### config.mk
export PLATFORM = sky130hd
export DESIGN_NAME = pq_cmd_sequencer_flat
export DESIGN_NICKNAME = d
export VERILOG_FILES = /design/src/rtl/pq_pkg.sv /design/src/rtl/pq_cmd_sequencer_if.sv /design/src/rtl/pq_cmd_sequencer.sv /design/src/flat_wrapper.sv
export SDC_FILE = /design/constraint.sdc
export NUM_CORES = 1
export LEC_CHECK = 0
export BUFFER_PORTS_ARGS = -buffer_cell sky130_fd_sc_hd__buf_2
export CORE_MARGIN = 5
export CORE_UTILIZATION = 45
export DETAILED_ROUTE_END_ITERATION = 12
export HOLD_SLACK_MARGIN = 0.1
export PLACE_DENSITY = 0.76
export SETUP_SLACK_MARGIN = 0.3
export SLEW_MARGIN = 20
export SYNTH_ARGS = -nofsm -noshare
export SYNTH_HDL_FRONTEND = slang
export SYNTH_SLANG_ARGS = --single-unit
### constraint.sdc
create_clock -name CLK -period 1.8 [get_ports CLK]
set_input_delay 0.27 -clock CLK [delete_from_list [all_inputs] [get_ports CLK]]
set_output_delay 0.27 -clock CLK [all_outputs]
set_load 0.1 [all_outputs]
### src/rtl/pq_pkg.sv
// rtl/pq_pkg.sv - shared types and settle-latency helper for the priority-queue command sequencer
//
// Purpose: command opcodes, response status codes and FSM state encoding used by
// pq_cmd_sequencer and its bench, plus lat_f(), which gives the number of cycles the
// attached register_tree needs to settle after a strobe.
// Ports: none (package).
package pq_pkg;

    typedef enum logic [1:0] {
        OP_ENQ     = 2'd0,
        OP_DEQ     = 2'd1,
        OP_REPLACE = 2'd2,
        OP_PEEK    = 2'd3
    } op_t;

    typedef enum logic [1:0] {
        ST_OK             = 2'd0,
        ST_ERR_FULL       = 2'd1,
        ST_ERR_EMPTY      = 2'd2,
        ST_OK_REPL_AS_ENQ = 2'd3
    } status_t;

    typedef enum logic [1:0] {
        STATE_IDLE   = 2'd0,
        STATE_ISSUE  = 2'd1,
        STATE_SETTLE = 2'd2,
        STATE_RESP   = 2'd3
    } state_t;

    // An insert ripples down the full depth of the tree; a read or replace only
    // needs a fixed number of compare/swap stages near the root.
    function automatic int lat_f(input op_t op, input int queue_size);
        if (op == OP_ENQ) begin
            return $clog2(queue_size) + 3;
        end
        return 3;
    endfunction

endpackage

### src/rtl/pq_cmd_sequencer_if.sv
// rtl/pq_cmd_sequencer_if.sv - command, response and tree-strobe bundle for pq_cmd_sequencer
//
// Purpose: groups the host command channel, the host response channel and the
// register_tree strobe/status signals.
// Modports:
//   slave  - the sequencer: takes cmd_*, rsp_ready and tree status, drives cmd_ready,
//            rsp_*, busy and the tree strobes.
//   master - the host and tree side: the mirror image of slave.
interface pq_cmd_sequencer_if #(
    parameter int DATA_WIDTH = 16
) ();

    logic                  cmd_valid;
    logic                  cmd_ready;
    logic [1:0]            cmd_op;
    logic [DATA_WIDTH-1:0] cmd_data;

    logic                  rsp_valid;
    logic                  rsp_ready;
    logic [1:0]            rsp_status;
    logic [DATA_WIDTH-1:0] rsp_data;
    logic [DATA_WIDTH-1:0] rsp_top;

    logic                  busy;

    logic                  pq_wrt;
    logic                  pq_read;
    logic [DATA_WIDTH-1:0] pq_data;
    logic                  pq_full;
    logic                  pq_empty;
    logic [DATA_WIDTH-1:0] pq_root;

    modport slave (
        input  cmd_valid, cmd_op, cmd_data, rsp_ready, pq_full, pq_empty, pq_root,
        output cmd_ready, rsp_valid, rsp_status, rsp_data, rsp_top, busy,
               pq_wrt, pq_read, pq_data
    );

    modport master (
        output cmd_valid, cmd_op, cmd_data, rsp_ready, pq_full, pq_empty, pq_root,
        input  cmd_ready, rsp_valid, rsp_status, rsp_data, rsp_top, busy,
               pq_wrt, pq_read, pq_data
    );

endinterface

### src/rtl/pq_cmd_sequencer.sv
// rtl/pq_cmd_sequencer.sv - command front-end that strobes a register_tree priority queue
//
// Purpose: accepts ENQ/DEQ/REPLACE/PEEK commands, rejects illegal ones, pulses the
// tree's i_wrt/i_read for one cycle, waits out the tree's settle time and returns
// status, the pre-op root and the settled root on the response channel.
// Ports:
//   CLK   - clock shared with the tree.
//   RSTn  - asynchronous active-low reset, shared with the tree.
//   bus   - pq_cmd_sequencer_if.slave: cmd_valid/cmd_ready/cmd_op/cmd_data in,
//           rsp_valid/rsp_ready/rsp_status/rsp_data/rsp_top out, busy out,
//           pq_wrt/pq_read/pq_data to the tree, pq_full/pq_empty/pq_root from it.
module pq_cmd_sequencer
    import pq_pkg::*;
#(
    parameter int QUEUE_SIZE = 16,
    parameter int DATA_WIDTH = 16,
    parameter int ENQ_LAT    = lat_f(OP_ENQ, QUEUE_SIZE),
    parameter int DEQ_LAT    = lat_f(OP_DEQ, QUEUE_SIZE)
) (
    input  logic              CLK,
    input  logic              RSTn,
    pq_cmd_sequencer_if.slave bus
);

    localparam logic [1:0] S_IDLE   = STATE_IDLE;
    localparam logic [1:0] S_ISSUE  = STATE_ISSUE;
    localparam logic [1:0] S_SETTLE = STATE_SETTLE;
    localparam logic [1:0] S_RESP   = STATE_RESP;

    localparam int LAT_MAX = (ENQ_LAT > DEQ_LAT) ? ENQ_LAT : DEQ_LAT;
    localparam int CNT_W   = $clog2(LAT_MAX + 1);

    logic [1:0]            r_state;
    logic [CNT_W-1:0]      r_cnt;
    logic                  r_long;
    logic                  r_ins_only;
    logic                  r_cmd_ready;
    logic                  r_rsp_valid;
    logic [1:0]            r_rsp_status;
    logic [DATA_WIDTH-1:0] r_rsp_data;
    logic [DATA_WIDTH-1:0] r_rsp_top;
    logic                  r_busy;
    logic                  r_pq_wrt;
    logic                  r_pq_read;
    logic [DATA_WIDTH-1:0] r_pq_data;

    // Classification of the offered command against the tree flags as seen this cycle.
    // w_direct: no strobe is issued (rejects and PEEK).
    logic       w_direct;
    logic       w_wrt;
    logic       w_read;
    logic       w_long;
    logic [1:0] w_status;

    always_comb begin
        w_direct = 1'b0;
        w_wrt    = 1'b0;
        w_read   = 1'b0;
        w_long   = 1'b0;
        w_status = ST_OK;
        case (bus.cmd_op)
            OP_ENQ: begin
                if (bus.pq_full) begin
                    w_direct = 1'b1;
                    w_status = ST_ERR_FULL;
                end else begin
                    w_wrt  = 1'b1;
                    w_long = 1'b1;
                end
            end
            OP_DEQ: begin
                if (bus.pq_empty) begin
                    w_direct = 1'b1;
                    w_status = ST_ERR_EMPTY;
                end else begin
                    w_read = 1'b1;
                end
            end
            OP_REPLACE: begin
                // Nothing to pop from an empty tree: degrade to a plain insert.
                if (bus.pq_empty) begin
                    w_wrt    = 1'b1;
                    w_long   = 1'b1;
                    w_status = ST_OK_REPL_AS_ENQ;
                end else begin
                    w_wrt  = 1'b1;
                    w_read = 1'b1;
                end
            end
            default: begin
                w_direct = 1'b1;
            end
        endcase
    end

    always_ff @(posedge CLK or negedge RSTn) begin
        if (!RSTn) begin
            r_state      <= S_IDLE;
            r_cnt        <= '0;
            r_long       <= 1'b0;
            r_ins_only   <= 1'b0;
            r_cmd_ready  <= 1'b1;
            r_rsp_valid  <= 1'b0;
            r_rsp_status <= '0;
            r_rsp_data   <= '0;
            r_rsp_top    <= '0;
            r_busy       <= 1'b0;
            r_pq_wrt     <= 1'b0;
            r_pq_read    <= 1'b0;
            r_pq_data    <= '0;
        end else begin
            case (r_state)
                S_IDLE: begin
                    if (bus.cmd_valid) begin
                        r_cmd_ready  <= 1'b0;
                        r_busy       <= 1'b1;
                        r_rsp_status <= w_status;
                        if (w_direct) begin
                            // Rejects and PEEK spend one zero-count SETTLE cycle so that
                            // every response lands a counted number of edges after accept.
                            r_state    <= S_SETTLE;
                            r_cnt      <= '0;
                            r_rsp_data <= (bus.cmd_op == OP_PEEK) ? bus.pq_root : '0;
                        end else begin
                            r_state    <= S_ISSUE;
                            r_pq_wrt   <= w_wrt;
                            r_pq_read  <= w_read;
                            r_pq_data  <= bus.cmd_data;
                            r_long     <= w_long;
                            r_ins_only <= w_wrt & ~w_read;
                        end
                    end
                end
                S_ISSUE: begin
                    // The tree samples the strobe on this same edge, so pq_root is
                    // still the pre-op root here.
                    r_pq_wrt   <= 1'b0;
                    r_pq_read  <= 1'b0;
                    r_rsp_data <= r_ins_only ? '0 : bus.pq_root;
                    r_cnt      <= r_long ? CNT_W'(ENQ_LAT - 1) : CNT_W'(DEQ_LAT - 1);
                    r_state    <= S_SETTLE;
                end
                S_SETTLE: begin
                    if (r_cnt == '0) begin
                        r_state     <= S_RESP;
                        r_rsp_top   <= bus.pq_root;
                        r_rsp_valid <= 1'b1;
                        r_busy      <= 1'b0;
                    end else begin
                        r_cnt <= r_cnt - 1'b1;
                    end
                end
                S_RESP: begin
                    if (bus.rsp_ready) begin
                        r_state     <= S_IDLE;
                        r_rsp_valid <= 1'b0;
                        r_cmd_ready <= 1'b1;
                    end
                end
                default: begin
                    r_state <= S_IDLE;
                end
            endcase
        end
    end

    assign bus.cmd_ready  = r_cmd_ready;
    assign bus.rsp_valid  = r_rsp_valid;
    assign bus.rsp_status = r_rsp_status;
    assign bus.rsp_data   = r_rsp_data;
    assign bus.rsp_top    = r_rsp_top;
    assign bus.busy       = r_busy;
    assign bus.pq_wrt     = r_pq_wrt;
    assign bus.pq_read    = r_pq_read;
    assign bus.pq_data    = r_pq_data;

endmodule

### src/flat_wrapper.sv
// flat-port wrapper written by rule: the top's interface ports become plain ports
module pq_cmd_sequencer_flat import pq_pkg::*;
#(
    parameter int QUEUE_SIZE = 16,
    parameter int DATA_WIDTH = 16,
    parameter int ENQ_LAT    = lat_f(OP_ENQ, QUEUE_SIZE),
    parameter int DEQ_LAT    = lat_f(OP_DEQ, QUEUE_SIZE)
)
  (CLK, RSTn, bus_cmd_valid, bus_cmd_op, bus_cmd_data, bus_rsp_ready, bus_pq_full, bus_pq_empty, bus_pq_root, bus_cmd_ready, bus_rsp_valid, bus_rsp_status, bus_rsp_data, bus_rsp_top, bus_busy, bus_pq_wrt, bus_pq_read, bus_pq_data);
  pq_cmd_sequencer_if #(.DATA_WIDTH(DATA_WIDTH)) bus_i ();
  input  logic CLK;
  input  logic RSTn;
  input wire logic [$bits(bus_i.cmd_valid)-1:0] bus_cmd_valid;
  input wire logic [$bits(bus_i.cmd_op)-1:0] bus_cmd_op;
  input wire logic [$bits(bus_i.cmd_data)-1:0] bus_cmd_data;
  input wire logic [$bits(bus_i.rsp_ready)-1:0] bus_rsp_ready;
  input wire logic [$bits(bus_i.pq_full)-1:0] bus_pq_full;
  input wire logic [$bits(bus_i.pq_empty)-1:0] bus_pq_empty;
  input wire logic [$bits(bus_i.pq_root)-1:0] bus_pq_root;
  output wire logic [$bits(bus_i.cmd_ready)-1:0] bus_cmd_ready;
  output wire logic [$bits(bus_i.rsp_valid)-1:0] bus_rsp_valid;
  output wire logic [$bits(bus_i.rsp_status)-1:0] bus_rsp_status;
  output wire logic [$bits(bus_i.rsp_data)-1:0] bus_rsp_data;
  output wire logic [$bits(bus_i.rsp_top)-1:0] bus_rsp_top;
  output wire logic [$bits(bus_i.busy)-1:0] bus_busy;
  output wire logic [$bits(bus_i.pq_wrt)-1:0] bus_pq_wrt;
  output wire logic [$bits(bus_i.pq_read)-1:0] bus_pq_read;
  output wire logic [$bits(bus_i.pq_data)-1:0] bus_pq_data;
  assign bus_i.cmd_valid = bus_cmd_valid;
  assign bus_i.cmd_op = bus_cmd_op;
  assign bus_i.cmd_data = bus_cmd_data;
  assign bus_i.rsp_ready = bus_rsp_ready;
  assign bus_i.pq_full = bus_pq_full;
  assign bus_i.pq_empty = bus_pq_empty;
  assign bus_i.pq_root = bus_pq_root;
  assign bus_cmd_ready = bus_i.cmd_ready;
  assign bus_rsp_valid = bus_i.rsp_valid;
  assign bus_rsp_status = bus_i.rsp_status;
  assign bus_rsp_data = bus_i.rsp_data;
  assign bus_rsp_top = bus_i.rsp_top;
  assign bus_busy = bus_i.busy;
  assign bus_pq_wrt = bus_i.pq_wrt;
  assign bus_pq_read = bus_i.pq_read;
  assign bus_pq_data = bus_i.pq_data;
  pq_cmd_sequencer #(.QUEUE_SIZE(QUEUE_SIZE), .DATA_WIDTH(DATA_WIDTH), .ENQ_LAT(ENQ_LAT), .DEQ_LAT(DEQ_LAT)) u_core (.CLK(CLK), .RSTn(RSTn), .bus(bus_i));
endmodule
Word level (Yosys, flattened, before mapping):

Cells that the tools add are included.

* memories: 0
* input port bits: 40
* bits in writable memories: 0
* word-level logic and storage cells: 90
* bits in latches: 0
* output and inout port bits: 55
* ROM bits: 0
* bits in registers: 62

* magnitude comparators: 0
* shift-type cells: 0
* reduce and logical (&&, ||, !) cells: 19
* $mul: 0
* muxes and demuxes: 42
* bitwise operators: 3
* add/subtract/negate cells: 1
* eq/ne operators: 12
* divide/modulo/power cells: 0

Operator list (count)
* 2-to-1 mux 16 bit: 4
* case mux 16 bit (2 select lines): 1
* AND reduction 3 bit: 7
* 2-to-1 mux 1 bit: 16
* case mux 1 bit (2 select lines): 7
* 2-to-1 mux 2 bit: 6
* 2-to-1 mux 3 bit: 4
* case mux 3 bit (3 select lines): 1
* equality test 2 bit, second input constant: 4
* != test 2 bit, second input constant: 4
* case mux 2 bit (4 select lines): 1
* nonzero test 2 bit: 4
* case mux 2 bit (3 select lines): 1
* equality test 2 x 1 -> 1 bit, second input constant: 2
* logical NOT 2 bit: 2
* != test 2 x 1 -> 1 bit, second input constant: 2
* AND reduction 2 bit: 2
* AND reduction 4 bit: 1
* logical NOT 3 bit: 1
* case mux 1 bit (3 select lines): 1
* nonzero test 3 bit: 1
* subtractor 3 x 1 -> 3 bit, second input constant: 1
* NOT 1 bit: 2
* OR reduction 2 bit: 1
* AND 1 bit: 1

Longest topological paths before layout:

Gate-level depths: netlist of run 1.

* depth after elaboration: 6
* depth in mapped cells: 9
* mapped depth without buffers: 7

Least setup slack after synthesis of run 1:

OpenSTA, ideal clock, no wires.

* path kind: reg2reg
* start: register u_core.r_state[0]
* end: register u_core.r_pq_data[0], in the netlist u_core.bus.pq_data[0]
* clock period less this slack: 1.917 ns
* stages on the path, launching flop included: 9
* path slack: -0.117 ns
* data required time: 1.672 ns
* data arrival time: 1.789 ns
* buffers on the path: 3
* setup time: 0.128 ns
* path through: dfrtp_1 -> inv_1 -> ha_1 -> clkbuf_1 -> nand2_1 -> and2b_1 -> buf_6 -> buf_6 -> mux2_1

* cells in the longest elaborated chain, start to end: 2

RTL lines
* start: declaration: RTL line pq_cmd_sequencer.sv:33 `logic [1:0] r_state;`
* start signal: assignment: RTL line pq_cmd_sequencer.sv:98 `r_state <= S_IDLE;`
* start signal: assignment: RTL line pq_cmd_sequencer.sv:121 `r_state <= S_SETTLE;`
* start signal: assignment: RTL line pq_cmd_sequencer.sv:125 `r_state <= S_ISSUE;`
* logical NOT 2 bit: RTL line pq_cmd_sequencer.sv:112 `case (r_state)`
* AND reduction 3 bit (no source line)
* end signal: assignment: RTL line pq_cmd_sequencer.sv:128 `r_pq_data <= bus.cmd_data;`
* end: declaration: RTL line pq_cmd_sequencer.sv:45 `logic [DATA_WIDTH-1:0] r_pq_data;`

Every way passes these cells.
A chain may end at the register's enable or synchronous reset.

Worst setup path after layout of run 1:

* start: register u_core.r_state[1]
* end: register u_core.r_pq_data[5], in the netlist u_core.bus.pq_data[5]

Same word-level chain as after synthesis.

==> results.txt, run 1 <==
----------------------------------------------------
[Place]
  Detailed Place HPWL ... 4450 um
  Gpl congestion ... between 0.7 and 0.8
  Worst slack, placed ... 0.03599 ns
  Input/output buffers ... 94

[Synthesis]
  Synth warn ... 0
  Asr flop ratio synth ... 1.000
  Number of enable-type register cells in the synthesized netlist ... 0
  Number of cells produced by synthesis ... between 200 and 250
  Largest cells by area after synthesis ... dfrtp_1, mux2_2, nand2_1
  Number of distinct library cells after synthesis ... 29
  Post-Synthesis Net Count ... 286
  Synth Register Bits ... 62
  Part of the Yosys area used for sequential elements ... 0.5690
  Portion of synthesized cell area occupied by the leading cell type ... 0.5594
  Top_reg_cell synth ... dfrtp_1
  Post-Syn Area ... 2729 um2
  Area leader, netlist ... dfrtp_1
  Post-Synthesis Mean Instance Area ... 11.61 um2

[Critical path]
  Launch instance of the worst register-to-register path ... u_core.r_state[1]
  Startpoint type of the worst setup path ... flop
  CP Max Fanout ... 7
  Reg-to-reg setup timing slack ... 0.19 ns
  Cell count of the worst reg-to-reg path ... 7
  Required time at the worst-slack endpoint ... around 2.0 ns
  Worst path arrival time ... 1.83 ns
  Capturing point of the worst reg2reg path ... u_core.bus.pq_data[5]
  Element type at the critical path end ... flop
  Type of the worst setup path ... reg -> reg

[STA]
  Worst Clk Skew ... 0.01813 ns
  Max-slew violation count ... 0
  Number of endpoints failing setup at the final stage ... 0
  Minimum setup slack in the final design ... 0.1910 ns
  Setup repair after global routing missed its margin ... true
  Total negative slack ... 0 ns
  Slew at the pin closest to its max-slew limit ... 0.5056 ns
  Min Clock Period, post-route ... 1.609 ns
  Highest clock rate ... 0.6215 GHz
  Total count of hold-check failures in the final report ... 0
  Worst slew margin ... 0.6652
  Final period utilization ... 0.8939

[Clocking]
  Count of clock tree sinks ... 62
  Total CTS buffers ... 9
  Clock tree root driver cell ... clkbuf_8
  TritonCTS clock tree ... yes
  Insertion delay to the later sink of the worst-skew pair ... 0.35 ns
  Clock transition at path regs ... 0.09 ns
  H-tree levels ... 3
  Maximum clock path buffer count ... 2

[Global route]
  Vias in the first global route ... 2285
  Total overflow reported by the global router ... 0
  Initial antenna violation count ... 0
  Global-route wire length before repair ... 10880 um
  Overall routing resource usage ... 0.1858
  Maximum number of pins on one net before global-route repair ... 63

[Floorplanning]
  Die area ... 7721 um2
  Count of boundary I/O pins ... 95
  Site Rows ... 28
  Starting utilization of the core area ... 0.4609
  DIE HEIGHT ... 87.87 um
  Core Footprint ... 5921 um2
  X dimension of the die ... 87.87 um

[Run status]
  Run status ... finished, final reports clean

[Layout]
  Ant. Diodes ... 0
  Area Overhead vs Synth ... 48.97%
  Fraction of final layout cells sized beyond drive strength 1 ... 0.5395
  Post-layout nets ... just over 400
  Core Util, Final ... 0.6866

[Hold path]
  Hold/Removal Path Class ... in -> reg
  Destination of the worst hold path ... u_core.bus.rsp_data[9]
  Hold-critical path depth ... 3
  Min-delay src ... bus_pq_root[9]

[Route]
  DRT Pass-1 Iters ... 4
  Via count ... between 2000 and 2500
  Violation count after the first detailed-route iteration ... just under 80
  Total length of routed wires ... 7062 um
  Routed wire length per instance ... 15.98 um
  Vias per std cell ... 5.057
  Number of nets with antenna violations after detailed routing ... 0
  Remaining design rule violation count ... 0

[Flow run]
  Number of max-cap violations ... 0

----------------------------------------------------
-- sequential cells by signal (all words and copies together) (netlist names), 2 cells and up --
signal,cells
u_core.bus.pq_data,16
u_core.bus.rsp_data,16
u_core.bus.rsp_status,2
u_core.bus.rsp_top,16
u_core.r_cnt,3
u_core.r_state,2
-- Yosys cell counts (2+ instances only) --
cell and count:
mux2i_1 5, a211o_1 2, nor2b_1 4, mux2_1 8
mux2_2 25, buf_2 4, o211ai_1 2, dfrtp_1 61
nand2_1 46, a21oi_1 7, o21ai_0 24, inv_1 10
ha_1 11, nor2_1 7, nand3b_1 2, buf_6 2
clkbuf_1 3
-- through the flow --
step / std cells / hold WS (ns) / area (um2)
CTS: 433 / 0.1537 / 3875
global placement: 403 / 0.3030 / 3392
global route: 442 / 0.1554 / 4065
floorplan: 235 / -0.02559 / 2820
detailed placement: 403 / 0.3050 / 3392
finish: 442 / 0.1534 / 4065
-- cell families (layout without fill, tap and decap cells) --
| family | Yosys count | after routing | share of synthesized area |
|---|---|---|---|
| simple gates | 63 | 64 | 0.09675 |
| mux | 38 | 38 | 0.1545 |
| compound gates | 42 | 42 | 0.09583 |
| buf+inv | 19 | 150 | 0.03347 |
| fa+ha+maj | 11 | 11 | 0.05043 |
| flops | 62 | 62 | 0.5690 |
-- final cells by class --
type                    count  area, um2
multi-input cells         155       1338
repair buffers            124      829.5
fillers                   434       1856
clock buffers              10      127.6
flip-flops and latches     62       1553
inverters                  10      37.54
well taps                  75      93.84
clock inverters             6      86.33
-- worst max-delay path by stage --
stage	slack, ns	from	to
finish	0.19	u_core.r_state[1]	u_core.bus.pq_data[5]
CTS	0.20	u_core.r_state[1]	u_core.bus.pq_data[5]
detailed placement	0.04	bus_cmd_op[0]	u_core.r_cnt[2]
global route	0.14	u_core.r_state[1]	u_core.bus.pq_data[3]
floorplan	0.08	u_core.r_state[1]	u_core.bus.pq_data[0]
global placement	0.09	bus_cmd_op[0]	u_core.r_cnt[2]
-- layer usage --
| layer | track usage | wire length (um) |
|---|---|---|
| met3 | 0.05456 | 470 |
| met2 | 0.3116 | 3648 |
| met4 | 0.08368 | 131 |
| met5 | 0 | 0 |
| met1 | 0.2207 | 2812 |
-- placed cells by master (no fill, tap or decap), drive strengths merged, types with 2 or more instances in the layout --
master	instances
buf	121
dfrtp	61
nand2	47
mux2	33
o21ai	24
clkbuf	12
ha	11
inv	10
nor2	7
a21oi	7
mux2i	5
nor2b	4
clkinv	3
o211ai	2
nand3b	2
bufinv	2
a211o	2
-- critical path: stages, from the launching register on --
cell	delay (ns)
dfrtp_1	0.40
inv_2	0.09
ha_4	0.16
nand2_4	0.05
and2b_2	0.27
buf_6	0.11
buf_12	0.12
mux2_4	0.29
-- what timing repair did --
action	in CTS	in global routing
pin swaps	5	1
buffers inserted	11	6
gates resized for setup	27	16
gates cloned	2	3
setup endpoints to repair	56	55
endpoints found under the hold margin	61	0
hold buffers	1	0
Power of run 1 is left out: the tool's default activity adds up to more than one toggle a clock period on the data nets, which glitch-free logic cannot reach.
==> inputs of run 2 (changes only) <==
--- a/config.mk
+++ b/config.mk
@@ -11,6 +11,7 @@
 export DETAILED_ROUTE_END_ITERATION = 12
 export HOLD_SLACK_MARGIN = 0.1
 export PLACE_DENSITY = 0.76
+export REMOVE_ABC_BUFFERS = 1
 export SETUP_SLACK_MARGIN = 0.3
 export SLEW_MARGIN = 20
 export SYNTH_ARGS = -nofsm -noshare
==> results.txt, run 2 (synthesized netlist as in run 1, its figures left out) <==
----------------------------------------------------
[Critical path]
  Worst path arrival time ... 1.88 ns (+0.05 ns)
  Type of the worst setup path ... reg -> reg
  Element type at the critical path end ... flop
  Startpoint type of the worst setup path ... flop
  Required time at the worst-slack endpoint ... 2.02 ns (about the same)
  CP Max Fanout ... 5 (-2)

[Global route]
  Vias in the first global route ... 2422 (+6.0%)
  Overall routing resource usage ... 0.2082 (+0.02242)
  Initial antenna violation count ... 0 (unchanged)
  Total overflow reported by the global router ... 0 (unchanged)
  Maximum number of pins on one net before global-route repair ... 63 (unchanged)
  Global-route wire length before repair ... 12050 um (+11%)

[Floorplanning]
  Site Rows ... 28 (unchanged)
  Starting utilization of the core area ... 0.4609 (unchanged)
  Core Footprint ... 5921 um2 (unchanged)
  Die area ... 7721 um2 (unchanged)
  X dimension of the die ... 87.87 um (unchanged)
  Count of boundary I/O pins ... 95 (unchanged)
  DIE HEIGHT ... 87.87 um (unchanged)

[Route]
  Total length of routed wires ... 7751 um (+9.8%)
  Number of nets with antenna violations after detailed routing ... 0 (unchanged)
  DRT Pass-1 Iters ... 4 (unchanged)
  Violation count after the first detailed-route iteration ... 122 (+56%)
  Via count ... 2302 (+3.0%)
  Remaining design rule violation count ... 0 (unchanged)
  Vias per std cell ... 5.161 (+2.1%)
  Routed wire length per instance ... 17.38 um (+8.8%)

[Layout]
  Cell area after layout ... 4163 um2 (+2.4%)
  Area Overhead vs Synth ... 52.54%
  Most common cell after layout, fill and taps aside ... buf_2
  Post-layout nets ... 417 (+0.97%)
  Core Util, Final ... 0.7031 (+0.01648)
  Highest-count cells in the layout ignoring fill and taps ... buf_2, dfrtp_1, nand2_1, mux2_4, buf_4
  Ant. Diodes ... 0 (unchanged)
  Fraction of final layout cells sized beyond drive strength 1 ... 0.5580 (+0.01844)

[Place]
  Gpl congestion ... 0.7469 (+0.17%)
  Detailed Place HPWL ... 4485 um (+0.80%)
  Placed Area ... 3379 um2 (-0.37%)
  Input/output buffers ... 94 (unchanged)

[STA]
  Setup repair after global routing missed its margin ... true
  Total count of hold-check failures in the final report ... 0 (unchanged)
  Number of endpoints failing setup at the final stage ... 0 (unchanged)
  Slew at the pin closest to its max-slew limit ... 0.5050 ns (-0.0006206 ns)
  Total negative slack ... 0 ns (unchanged)
  Max-slew violation count ... 0 (unchanged)
  Worst Clk Skew ... 0.009553 ns (-0.008579 ns)
  Smallest hold slack ... 0.1640 ns (+0.01059 ns)
  Worst slew margin ... 0.6657 (about the same)
  Min Clock Period, post-route ... 1.656 ns (+0.04649 ns)
  Final period utilization ... 0.9197 (+0.02583)
  Highest clock rate ... 0.6040 GHz (-2.8%)

[Run status]
  Run status ... finished, final reports clean

[Clocking]
  H-tree levels ... 3 (unchanged)
  Clock tree root driver cell ... clkbuf_8
  Insertion delay to the later sink of the worst-skew pair ... 0.34 ns (about the same)
  Clock transition at path regs ... 0.07 ns (-0.02 ns)
  Total CTS buffers ... 9 (unchanged)
  Maximum clock path buffer count ... 2 (unchanged)
  TritonCTS clock tree ... yes
  Count of clock tree sinks ... 62 (unchanged)

[Hold path]
  Hold/Removal Path Class ... in -> reg

[Flow run]
  Number of max-cap violations ... 0 (unchanged)

----------------------------------------------------
-- run 2: changes by cell type in the layout (fill, tap and decap cells not counted), sizes merged --
cell	previous run	this run
clkinvlp	1	0
nand2	47	46
buf	121	127
clkinv	3	4
bufinv	2	1
-- run 2: repair_timing --
| action | CTS | global route |
|---|---|---|
| endpoints found under the setup margin | 56 | 57 |
| pin swaps | 13 | 3 |
| gates resized for setup | 65 | 31 |
| hold endpoints to repair | 61 | 0 |
| hold buffers | 1 | 0 |
| buffers inserted | 13 | 2 |
| gates cloned | 5 | 2 |
-- run 2: through the flow --
| stage | worst slack (ns) | instances |
|---|---|---|
| 2_1_floorplan | -0.1801 | 226 |
| 3_3_place_gp | 0.04533 | 407 |
| 3_5_place_dp | -0.004343 | 407 |
| 4_1_cts | 0.2024 | 442 |
| 5_1_grt | 0.08486 | 446 |
| 6_report | 0.1445 | 446 |
-- run 2: path summary, 6_finish.rpt --
path,startpoint,to,slack (ns),depth (start not counted)
max,u_core.r_state[1],u_core.bus.pq_data[10],0.14,7
min,bus_cmd_data[2],u_core.bus.pq_data[2],0.16,2
max reg2reg,u_core.r_state[1],u_core.bus.pq_data[10],0.14,7
min reg2reg,u_core.bus.rsp_data[7],u_core.bus.rsp_data[7],0.48,2
max in group asynchronous,RSTn,u_core.bus.cmd_ready,1.01,3
min in group asynchronous,RSTn,u_core.bus.rsp_status[1],0.47,3
-- run 2: area by class of cell --
type / count / area [um2]
inverter: 10 / 37.54
tap: 75 / 93.84
sequential: 62 / 1553
clock inverter: 5 / 50.05
multi-input combinational: 154 / 1333
timing repair buffer: 129 / 964.7
fill: 436 / 1758
clock buffer: 11 / 131.4
-- run 2: per-layer routing --
metal / vias to the layer above / wire length, um / global-route usage
met1: 1153 / 3185 / 0.2636
met2: 71 / 4018 / 0.3425
li1: 1065 / - / -
met5: - / 0 / 0
met3: 13 / 385 / 0.04327
met4: 0 / 161 / 0.09623
-- run 2: critical path, cell delays in order, from the launching register on --
cell and delay [ns]:
dfrtp_1 0.41, inv_2 0.09, ha_4 0.16, nand2_2 0.05, and2b_2 0.25, buf_6 0.12
clkbuf_16 0.14, mux2_4 0.30
Power of run 2 is left out for the same reason.
==> inputs of run 3 (changes only) <==
--- a/config.mk
+++ b/config.mk
@@ -11,6 +11,7 @@
 export DETAILED_ROUTE_END_ITERATION = 12
 export HOLD_SLACK_MARGIN = 0.1
 export PLACE_DENSITY = 0.76
+export RECOVER_POWER = 50
 export REMOVE_ABC_BUFFERS = 1
 export SETUP_SLACK_MARGIN = 0.3
 export SLEW_MARGIN = 20
==> results.txt, run 3 (synthesized netlist as in run 1, its figures left out) <==
----------------------------------------------------
[Layout]
  Fill count ... 438 (+0.46%)
  Area Overhead vs Synth ... 52.09%
  Post-layout nets ... 417 (unchanged)
  Most common cell after layout, fill and taps aside ... buf_2
  Core Util, Final ... 0.7010 (-0.002113)
  Fraction of final layout cells sized beyond drive strength 1 ... 0.5553 (-0.002695)
  Ant. Diodes ... 0 (unchanged)
  Highest-count cells in the layout ignoring fill and taps ... buf_2, dfrtp_1, nand2_1, mux2_4, clkbuf_2

[Critical path]
  Crit path capture ... u_core.bus.rsp_data[11]
  Capturing point of the worst reg2reg path ... u_core.bus.rsp_data[11]
  Required time at the worst-slack endpoint ... 2.06 ns (+0.04 ns)
  Slowest-stage cell, CP ... dfrtp_1
  Type of the worst setup path ... reg -> reg
  Critical path origin ... u_core.r_state[1]
  Worst path arrival time ... 1.93 ns (+0.05 ns)
  Most repeated library cell on the critical path ... buf_6
  Logic depth of the worst setup path including buffers ... 9 (+2)
  Element type at the critical path end ... flop
  Launch instance of the worst register-to-register path ... u_core.r_state[1]
  Buffers and inverters on the worst path ... 4 (+1)
  Slowest stage delay, CP ... 0.41 ns (about the same)
  Reg-to-reg setup timing slack ... 0.14 ns (about the same)
  Startpoint type of the worst setup path ... flop
  Cell count of the worst reg-to-reg path ... 9 (+2)
  CP Max Fanout ... 8 (+3)
  Top cell family by delay on the critical path ... buffers and inverters
  Cells along the critical path ... inv_2 > buf_4 > ha_4 > buf_6 > nor2_1 > a21oi_2 > buf_6 > nand2_1 > o21ai_1

[Global route]
  Met3 demand-to-capacity share in global routing ... 0.04327 (unchanged)
  Initial antenna violation count ... 0 (unchanged)
  Most Crowded Layer GR ... met2
  Overall routing resource usage ... 0.2082 (unchanged)
  Met1 Track Usage GR ... 0.2636 (unchanged)
  Vias in the first global route ... 2422 (unchanged)
  Met2 track demand over resource ... 0.3425 (unchanged)
  Total overflow reported by the global router ... 0 (unchanged)
  Maximum number of pins on one net before global-route repair ... 63 (unchanged)
  Global-route wire length before repair ... 12050 um (unchanged)

[STA]
  Highest clock rate ... 0.6020 GHz (-0.33%)
  Min Clock Period, post-route ... 1.661 ns (+0.005534 ns)
  Max-slew violation count ... 0 (unchanged)
  Worst Clk Skew ... 0.007399 ns (-0.002153 ns)
  Worst slew margin ... 0.4350 (-0.2307)
  Total count of hold-check failures in the final report ... 0 (unchanged)
  Slew at the pin closest to its max-slew limit ... 0.8475 ns (+0.3425 ns)
  Number of endpoints failing setup at the final stage ... 0 (unchanged)
  Final period utilization ... 0.9228 (+0.003074)
  Setup repair after global routing missed its margin ... true

[Route]
  Remaining design rule violation count ... 0 (unchanged)
  Total length of routed wires ... 7760 um (+0.12%)
  Violation count after the first detailed-route iteration ... 117 (-4.1%)
  Vias per std cell ... 5.191 (+0.56%)
  Via count ... 2315 (+0.56%)
  DRT Pass-1 Iters ... 4 (unchanged)
  Number of nets with antenna violations after detailed routing ... 0 (unchanged)
  Routed wire length per instance ... 17.40 um (+0.12%)

[Flow run]
  Number of max-cap violations ... 0 (unchanged)

[Floorplanning]
  Site Rows ... 28 (unchanged)
  Die area ... 7721 um2 (unchanged)
  DIE HEIGHT ... 87.87 um (unchanged)
  X dimension of the die ... 87.87 um (unchanged)
  Count of boundary I/O pins ... 95 (unchanged)
  Core Footprint ... 5921 um2 (unchanged)
  Starting utilization of the core area ... 0.4609 (unchanged)

[Clocking]
  TritonCTS clock tree ... yes
  Insertion delay to the later sink of the worst-skew pair ... 0.34 ns (about the same)
  Maximum clock path buffer count ... 2 (unchanged)
  Count of clock tree sinks ... 62 (unchanged)
  Total CTS buffers ... 9 (unchanged)
  Clock tree root driver cell ... clkbuf_8
  H-tree levels ... 3 (unchanged)
  Clock transition at path regs ... 0.07 ns (about the same)

[Place]
  Gpl congestion ... 0.7469 (unchanged)
  Input/output buffers ... 94 (unchanged)
  Detailed Place HPWL ... 4485 um (unchanged)

[Run status]
  Run status ... finished, final reports clean

[Hold path]
  Hold/Removal Path Class ... in -> reg

----------------------------------------------------
[run 3: area by class of cell]
cell class,count,area [um2],area share
repair buffers,129,952.2,0.2294
inverters,10,37.54,0.009044
flip-flops and latches,62,1553,0.3741
well taps,75,93.84,0.02261
clock buffers,11,131.4,0.03166
clock inverters,5,50.05,0.01206
multi-input cells,154,1333,0.3211
[run 3: how the worst min path moves through the flow]
stage	from	to	depth (start not counted)
finish	bus_cmd_data[2]	u_core.bus.pq_data[2]	2
global route	bus_cmd_data[7]	u_core.bus.pq_data[7]	2
CTS	bus_cmd_data[3]	u_core.bus.pq_data[3]	2
detailed placement	RSTn	u_core.bus.rsp_status[1]	2
global placement	RSTn	u_core.bus.rsp_status[1]	2
floorplan	RSTn	u_core.bus.busy	0
[run 3: per-layer routing]
layer / vias to the layer above / routed length [um]
met5: - / 0
met4: 0 / 160
met3: 13 / 394
met2: 67 / 3993
met1: 1170 / 3211
li1: 1065 / -
[run 3: stage by stage]
| step | cell area [um2] | hold slack [ns] | TNS (ns) | setup slack [ns] | std cells |
|---|---|---|---|---|---|
| finish | 4150 | 0.1639 | 0 | 0.1389 | 446 |
| global route | 4150 | 0.1532 | 0 | 0.08486 | 446 |
| CTS | 4026 | 0.1548 | 0 | 0.2024 | 442 |
| detailed placement | 3379 | 0.3052 | -0.004343 | -0.004343 | 407 |
| global placement | 3379 | 0.3057 | 0 | 0.04533 | 407 |
| floorplan | 2675 | -0.02559 | -2.884 | -0.1801 | 226 |
[run 3: timing repair]
item                                   in CTS  in global routing
setup endpoints to repair                  56                 57
hold buffers                                1                  0
gates resized for setup                    65                 31
cloned                                      5                  2
endpoints found under the hold margin      61                  0
pin swaps                                  13                  3
setup buffers                              13                  2
Power of run 3 is left out for the same reason.
